--- config.mk ---
export PLATFORM = sky130hd
export DESIGN_NAME = npc_pc_flat
export DESIGN_NICKNAME = d
export VERILOG_FILES = /design/src/rtl/npc_pc_if.sv /design/src/rtl/npc_pc.sv /design/src/flat_wrapper.sv
export SDC_FILE = /design/constraint.sdc
export NUM_CORES = 1
export LEC_CHECK = 0
export CAP_MARGIN = 20
export CORE_UTILIZATION = 40
export CTS_CLUSTER_SIZE = 25
export DETAILED_ROUTE_END_ITERATION = 8
export GPL_ROUTABILITY_DRIVEN = 1
export PLACE_DENSITY_LB_ADDON = 0.08
export SLEW_MARGIN = 20
export SYNTH_ARGS = -nofsm -noshare
export SYNTH_HDL_FRONTEND = slang
export SYNTH_SLANG_ARGS = --single-unit
--- constraint.sdc ---
create_clock -name clk -period 4.1 [get_ports clk]
set_input_delay 1.025 -clock clk [delete_from_list [all_inputs] [get_ports clk]]
set_output_delay 1.025 -clock clk [all_outputs]
set_load 0.02 [all_outputs]
--- src/rtl/npc_pc_if.sv ---
// Instruction-memory request channel between the fetch PC unit and imem.
// Handshake: imem_req is the request valid and pc_F is the address it carries.
// imem_ready is the memory's accept. A request transfers on any cycle where both
// are high. imem_req does not depend on imem_ready.
interface npc_pc_if;
    logic        imem_req;
    logic        imem_ready;
    logic [31:0] pc_F;

    modport master (
        output imem_req,
        output pc_F,
        input  imem_ready
    );

    modport slave (
        input  imem_req,
        input  pc_F,
        output imem_ready
    );
endinterface

--- src/rtl/npc_pc.sv ---
// Fetch-stage program counter and next-PC unit for a 5-stage MIPS pipeline.
// The unit resolves branch, j/jal and jr redirects from the ID stage with
// delayed-branch timing. It drives the imem request and can hold one pending
// redirect while fetch is blocked.
module npc_pc #(
    parameter logic [31:0] RESET_PC = 32'h0000_3000,
    parameter int          OP_W     = 3
) (
    input  logic            clk,
    input  logic            rst_n,
    input  logic            stall,
    input  logic            d_valid,
    input  logic [OP_W-1:0] npc_op,
    input  logic            cmpout,
    input  logic [31:0]     pc_D,
    input  logic [15:0]     imm16_D,
    input  logic [25:0]     index_D,
    input  logic [31:0]     jr_tgt_D,
    npc_pc_if.master        imem,
    output logic [31:0]     pc4_F,
    output logic            f_fire,
    output logic            redir_pend,
    output logic            pc_err,
    output logic [1:0]      state_dbg
);

    typedef enum logic [1:0] {
        BOOT = 2'd0,
        RUN  = 2'd1,
        PEND = 2'd2
    } state_t;

    localparam logic [OP_W-1:0] OP_BR = OP_W'(1);
    localparam logic [OP_W-1:0] OP_J  = OP_W'(2);
    localparam logic [OP_W-1:0] OP_JR = OP_W'(3);

    state_t      state, nxt_state;
    logic [31:0] pc_q, nxt_pc;
    logic [31:0] buf_q, nxt_buf;
    logic        err_q, nxt_err;

    logic        eval;
    logic        redir;
    logic [31:0] pc_D_plus4;
    logic [31:0] br_tgt;
    logic [31:0] j_tgt;
    logic [31:0] jr_tgt;
    logic [31:0] tgt;

    // Target arithmetic for every redirect kind; all sums wrap modulo 2^32.
    always_comb begin
        pc_D_plus4 = pc_D + 32'd4;
        br_tgt     = pc_D_plus4 + {{14{imm16_D[15]}}, imm16_D, 2'b00};
        j_tgt      = {pc_D_plus4[31:28], index_D, 2'b00};
        jr_tgt     = {jr_tgt_D[31:2], 2'b00};
        tgt        = pc_D_plus4;
        unique case (npc_op)
            OP_BR:   tgt = br_tgt;
            OP_J:    tgt = j_tgt;
            OP_JR:   tgt = jr_tgt;
            default: tgt = pc_D_plus4;
        endcase
    end

    // Redirect decode and fetch handshake. A stalled ID instruction is not evaluated.
    always_comb begin
        eval          = d_valid & ~stall;
        redir         = eval & ((npc_op == OP_BR & cmpout) |
                                (npc_op == OP_J) | (npc_op == OP_JR));
        imem.imem_req = (state != BOOT);
        f_fire        = imem.imem_req & imem.imem_ready & ~stall;
    end

    // Next-state logic. A live redirect beats the buffered target, which beats pc+4.
    // The redirect lands at the fire that completes the delay-slot fetch.
    always_comb begin
        nxt_state = state;
        nxt_pc    = pc_q;
        nxt_buf   = buf_q;
        nxt_err   = err_q | (eval & (npc_op == OP_JR) & (jr_tgt_D[1:0] != 2'b00));
        if (f_fire) begin
            if (redir)
                nxt_pc = tgt;
            else if (state == PEND)
                nxt_pc = buf_q;
            else
                nxt_pc = pc_q + 32'd4;
            nxt_buf   = '0;
            nxt_state = RUN;
        end else if (redir) begin
            // Fetch blocked: hold pc_F and park the target (overwrites any older one).
            nxt_buf   = tgt;
            nxt_state = PEND;
        end else if (state == BOOT) begin
            nxt_state = RUN;
        end
    end

    // State registers with asynchronous reset; reset drops any pending target.
    always_ff @(posedge clk or negedge rst_n) begin
        if (!rst_n) begin
            state <= BOOT;
            pc_q  <= RESET_PC;
            buf_q <= '0;
            err_q <= 1'b0;
        end else begin
            state <= nxt_state;
            pc_q  <= nxt_pc;
            buf_q <= nxt_buf;
            err_q <= nxt_err;
        end
    end

    // Output views of the registered state.
    always_comb begin
        imem.pc_F  = pc_q;
        pc4_F      = pc_q + 32'd4;
        redir_pend = (state == PEND);
        pc_err     = err_q;
        state_dbg  = state;
    end

endmodule

--- src/flat_wrapper.sv ---
// flat-port wrapper written by rule: the top's interface ports become plain ports
module npc_pc_flat 
#(
    parameter logic [31:0] RESET_PC = 32'h0000_3000,
    parameter int          OP_W     = 3
)
  (clk, rst_n, stall, d_valid, npc_op, cmpout, pc_D, imm16_D, index_D, jr_tgt_D, pc4_F, f_fire, redir_pend, pc_err, state_dbg, imem_imem_req, imem_pc_F, imem_imem_ready);
  npc_pc_if imem_i ();
  input  logic clk;
  input  logic rst_n;
  input  logic stall;
  input  logic d_valid;
  input  logic [OP_W-1:0] npc_op;
  input  logic cmpout;
  input  logic [31:0] pc_D;
  input  logic [15:0] imm16_D;
  input  logic [25:0] index_D;
  input  logic [31:0] jr_tgt_D;
  output logic [31:0] pc4_F;
  output logic f_fire;
  output logic redir_pend;
  output logic pc_err;
  output logic [1:0] state_dbg;
  output wire logic [$bits(imem_i.imem_req)-1:0] imem_imem_req;
  output wire logic [$bits(imem_i.pc_F)-1:0] imem_pc_F;
  input wire logic [$bits(imem_i.imem_ready)-1:0] imem_imem_ready;
  assign imem_imem_req = imem_i.imem_req;
  assign imem_pc_F = imem_i.pc_F;
  assign imem_i.imem_ready = imem_imem_ready;
  npc_pc #(.RESET_PC(RESET_PC), .OP_W(OP_W)) u_core (.clk(clk), .rst_n(rst_n), .stall(stall), .d_valid(d_valid), .npc_op(npc_op), .cmpout(cmpout), .pc_D(pc_D), .imm16_D(imm16_D), .index_D(index_D), .jr_tgt_D(jr_tgt_D), .imem(imem_i), .pc4_F(pc4_F), .f_fire(f_fire), .redir_pend(redir_pend), .pc_err(pc_err), .state_dbg(state_dbg));
endmodule
* Yosys cells after proc, flatten, opt, wreduce, memory -nomap -nowiden
Index checks and enable logic that the tools add are counted.
** Word-level totals
- Logic and storage cells :: 35
- Bits in registers :: 67
- Input port bits :: 115
- Output and inout bits :: 70
** Cells by class
- Bitwise operators :: 11
- $add $sub $neg :: 3
- Equal/unequal tests :: 4
- Reductions and logical operators :: 5
- Mux-type cells :: 8
** Operators with widths (number)
- $mux W32 :: 4
- $pmux W32 S3 :: 1
- $add A32 B3 Y32 const B :: 2
- $add A32 B32 Y32 :: 1
- $and A1 B1 Y1 :: 7
- $eq A3 B2 Y1 const B :: 2
- $mux W2 :: 3
- $reduce_bool A2 Y1 :: 3
- $eq A3 B1 Y1 const B :: 1
- $or A1 B1 Y1 :: 3
- $reduce_bool A3 Y1 :: 1
- $eq A2 B2 Y1 const B :: 1
- $logic_not A2 Y1 :: 1
- $not A1 Y1 :: 1

* Logic depth before layout (Yosys ltp)
- Depth after elaboration :: 7
- Gate-level depth with buffers :: 15
- Depth with buffers taken out :: 15

* Worst setup path before layout
Ideal clock, no wire load.
- Path type :: input to register
- Start :: input port pc_D[11]
- End :: register u_core.pc_q[26] (netlist: u_core.imem.pc_F[26])
- Path slack :: 0.311 ns
- Buffers on the path :: 1
- Required time :: 4.018 ns
- Setup time :: 0.082 ns
- Cell stages on the path :: 13
- Data arrival time :: 3.707 ns
- Path through :: nand4_1 nor4_2 nand4_1 xnor2_1 ha_1 clkbuf_1 and3_1 nand2_1 o31a_1 nand2_1 nor2_1 or4b_1 a31oi_1
** Between the ends
- Cells in the longest elaborated chain, start to end :: 4
** RTL lines
- start: declaration :: RTL line flat_wrapper.sv:15 : input logic [31:0] pc_D;
- $add A32 B3 Y32 * :: RTL line npc_pc.sv:52 : pc_D_plus4 = pc_D + 32'd4;
- $add A32 B32 Y32 :: RTL line npc_pc.sv:53 : br_tgt = pc_D_plus4 + {{14{imm16_D[15]}}, imm16_D, 2'b00};
- $pmux W32 S3 * :: RTL line npc_pc.sv:57 : unique case (npc_op)
- $mux W32 * :: RTL line npc_pc.sv:82 : if (redir)
- end signal: assignment :: RTL line npc_pc.sv:108 : pc_q <= nxt_pc;
- end: declaration :: RTL line npc_pc.sv:38 : logic [31:0] pc_q, nxt_pc;
Every way passes the cells marked *; elsewhere a longest branch is shown, timed or not.
A chain may end at the register's enable or synchronous reset.

* Worst setup path in the final report
- Start :: register u_core.pc_q[13] (netlist: u_core.imem.pc_F[13])
- End :: output port pc4_F[31]
** Between the ends
- Cells in the longest elaborated chain, start to end :: 1
** RTL lines
- $add A32 B3 Y32 :: RTL line npc_pc.sv:117 : pc4_F = pc_q + 32'd4;
- end: declaration :: RTL line flat_wrapper.sv:19 : output logic [31:0] pc4_F;
No other way between the ends.

==> metrics.md <==
| Metric | Value |
|---|---|
| Worst Max-Slew Pin Slew | `904 ps` |
| Root buf cell | `clkbuf_16` |
| Layout area overhead | `55.9%` |
| Worst slew margin | `0.397` |
| Met3 wire length | `1.32 mm` |
| Final #Nets | `1350` |
| Worst hold slack | `485 ps` |
| Critical Path Source Type | `register` |
| Max frequency | `0.255 GHz` |
| Clk_lat worst skew | `330 ps` |
| Crit path cell chain | `nand3_1 -> or2_1 -> nor4_2 -> and4_1 -> xor2_1 -> clkdlybuf4s50_1` |
| Internal Pwr Total | `2.16 mW` |
| M1 WL | `11.1 mm` |
| Initial Util | `0.410` |
| Internal reg-to-reg setup slack | `1590 ps` |
| Worst R2R Path Depth | `9` |
| Yosys top cell by area | `dfrtp_1` |
| Ant diodes | `0` |
| Top-area cell type share of the netlist area | `0.240` |
| Initial DRC Count | `541` |
| Power per cell area | `327 nW/um^2` |
| Min Tclk post-route | `3930 ps` |
| Via Count | `7753` |
| Vias in the first global route | `7511` |
| Total grt overflow | `0` |
| Initial antenna violation count | `0` |
| CP endpoint kind | `primary output` |
| Io pins | `185` |
| GPL Wtd Cong | `0.957` |
| Largest net degree at the start of global routing | `73` |
| CTS tree | `yes` |
| CTS buffer count | `9` |
| Gate Count Post-Synth | `869` |
| Worst clock skew | `4.16 ps` |
| Final core utilization | `0.639` |
| Final hold vios | `0` |
| Largest cells by area after synthesis | `dfrtp_1 (24%), xnor2_1 (7.4%), ha_1 (7.0%), o21ai_0 (5.8%), nand2_1 (5.3%)` |
| DR pass1 iterations | `6` |
| Seq cells post-synth | `67` |
| Crit-path max cell delay | `620 ps` |
| Clk sink count | `67` |
| P_leak | `4.83 nW` |
| Clock buffer depth | `2` |
| Met2 wire length | `11.2 mm` |
| Clock share of power | `0.221` |
| Critical path type | `register to primary output` |
| Asr flop ratio synth | `1.00` |
| Post-synth EDFFs | `0` |
| CP required | `3070 ps` |
| Worst path slowest cell | `clkdlybuf4s50_1` |
| Slew Limit Fails | `0` |
| IO Port Bufs | `184` |
| Seq. cell area | `1680 sq um` |
| CP bufs+invs | `1` |
| Max-Cap Viols | `0` |
| Share of layout cells above drive strength 1 | `0.223` |
| HPWL after DPL | `19.0 mm` |
| DIE HEIGHT | `132 um` |
| Die X | `132 um` |
| Routed len/inst | `17.1 um` |
| Post-DR vias/cell | `5.46` |
| P_sw | `1.29 mW` |
| RR Startpoint | `u_core.imem.pc_F[2]` |
| Hold path start | `u_core.pc_err` |
| Final wirelength | `24.2 mm` |
| Core Rows | `47` |
| Cell Area, Synth | `6770 sq um` |
| Highest metal used | `met4` |
| Die ar. | `17400 sq um` |
| First-pass GRT wire length | `38.5 mm` |
| RSZ-0062 raised after global routing | `false` |
| Clk slew on worst S/H paths | `50 ps` |
| Reg-to-reg endpoint | `u_core.imem.pc_F[26]` |
| Worst-path maximum fanout | `6` |
| Hold endpoint | `u_core.pc_err` |
| Final setup viols | `0` |
| Core area | `16500 sq um` |
| Most common cell in the netlist | `nand2_1` |
| Gr usage total | `0.275` |
| Most common flop cell mapped by yosys | `dfrtp_1` |
| H-tree lvl count | `3` |
| Filler cell count | `1488` |
| Maximum VDD drop | `232 uV` |
| Area of the multi-input gates | `4970 sq um` |
| WP data arrival | `2900 ps` |
| Distinct cells, synth | `72` |
| Synth cell count leaders | `nand2_1 (95), nor2_1 (89), o21ai_0 (78), a21oi_1 (65), dfrtp_1 (65)` |
| DRC viols | `0` |
| Tcrit/Tclk final | `0.958` |
| Worst hold path class | `register to register` |
| Seq/Total Area, Yosys | `0.248` |
| Top delay family on crit path | `simple AND/OR/NAND/NOR gates` |
| Syn nets | `1023` |
| Cells on Worst Hold Path | `2` |
| Status | `finished clean` |
| Net Sw Frac | `0.373` |
| Number of routed nets with antenna violations | `0` |
| Yosys warns | `0` |
| Power share of the combinational group | `0.502` |
| Reg power frac | `0.277` |
| Mean Syn Cell Area | `7.79 sq um` |
==> per-stage QoR <==
stage	setup TNS (ps)	worst slack, ps	cells	total power [mW]	cell area, sq um
5_1_grt	0	7.73	1420	3.64	10600
4_1_cts	0	20.7	1408	3.42	10200
3_5_place_dp	-7450	-422	1393	2.64	9900
2_1_floorplan	0	311	869	1.80	6770
6_report	0	171	1420	3.45	10600
3_3_place_gp	-6500	-406	1393	2.63	9900
==> worst max-delay path by stage <==
stage	from	end	slack [ps]	cells past startpoint
finish	u_core.imem.pc_F[13]	pc4_F[31]	170	6
global route	pc_D[17]	u_core.imem.pc_F[26]	8	15
CTS	pc_D[4]	u_core.imem.pc_F[26]	20	16
detailed placement	pc_D[4]	u_core.imem.pc_F[26]	-420	16
global placement	pc_D[5]	u_core.imem.pc_F[26]	-410	17
floorplan	pc_D[11]	u_core.imem.pc_F[26]	310	13
==> per-layer routing <==
layer	GRT usage	vias to the layer above
li1	-	3826
met1	0.379	3585
met2	0.447	306
met3	0.0319	36
met4	0.0891	0
met5	0	-
==> repair_timing <==
item	in CTS	in global routing
endpoints found under the setup margin	8	33
pin swaps	0	23
setup buffers	0	12
hold buffers	0	0
gates resized for setup	4	69
==> power by group through the flow <==
stage	clock network (mW)	logic [mW]	registers (mW)
6_report	0.763	1.73	0.956
5_1_grt	0.796	1.86	0.977
4_1_cts	0.773	1.70	0.951
3_5_place_dp	0	1.68	0.961
3_3_place_gp	0	1.67	0.957
2_1_floorplan	0	0.775	1.02
==> area by class of cell <==
type,count,share of cell area
timing repair buffer,365,0.309
inverter,19,0.00676
multi-input combinational,734,0.471
tap,220,0.0261
clock buffer,13,0.0247
clock inverter,2,0.00332
sequential,67,0.159
==> cells in the final DEF, fill, tap and decap left out, types with 16 or more instances in the layout <==
master / synthesis / routed
nor2_1: 89 / 85
ha_1: 38 / 36
dfrtp_1: 65 / 65
nand4_1: 27 / 27
mux2_2: 16 / 16
a21oi_1: 65 / 60
xnor2_1: 57 / 52
buf_4: 2 / 175
mux2i_1: 30 / 29
a31oi_1: 18 / 17
nand2_1: 95 / 93
o21ai_0: 78 / 73
nand3_1: 35 / 34
inv_1: 19 / 19
clkdlybuf4s50_1: 0 / 166
xor2_1: 21 / 20
dlymetal6s2s_1: 0 / 16
==> worst register-to-register path, stage by stage (launching register included) <==
cell	delay [ps]
dfrtp_1	450
ha_1	280
nand2_1	130
or4_4	490
or2_0	350
buf_4	210
o22ai_1	110
nand2_1	110
or4b_1	190
a31oi_1	80
==> logic make-up (layout without fill, tap and decap cells) <==
family	count (synthesis)	count (layout)	synth area share
flops	67	67	0.248
xor+xnor	78	78	0.101
simple gates	315	315	0.222
buf+inv	68	399	0.0494
mux	46	46	0.0710
compound gates	256	256	0.236
fa+ha+maj	39	39	0.0732
==> sequential cells by signal, summed over array words and instances (netlist names) <==
signal            cells
u_core.buf_q         32
u_core.state_dbg      2
u_core.pc_err         1
u_core.imem.pc_F     32
(Power assumes the default switching activity.)
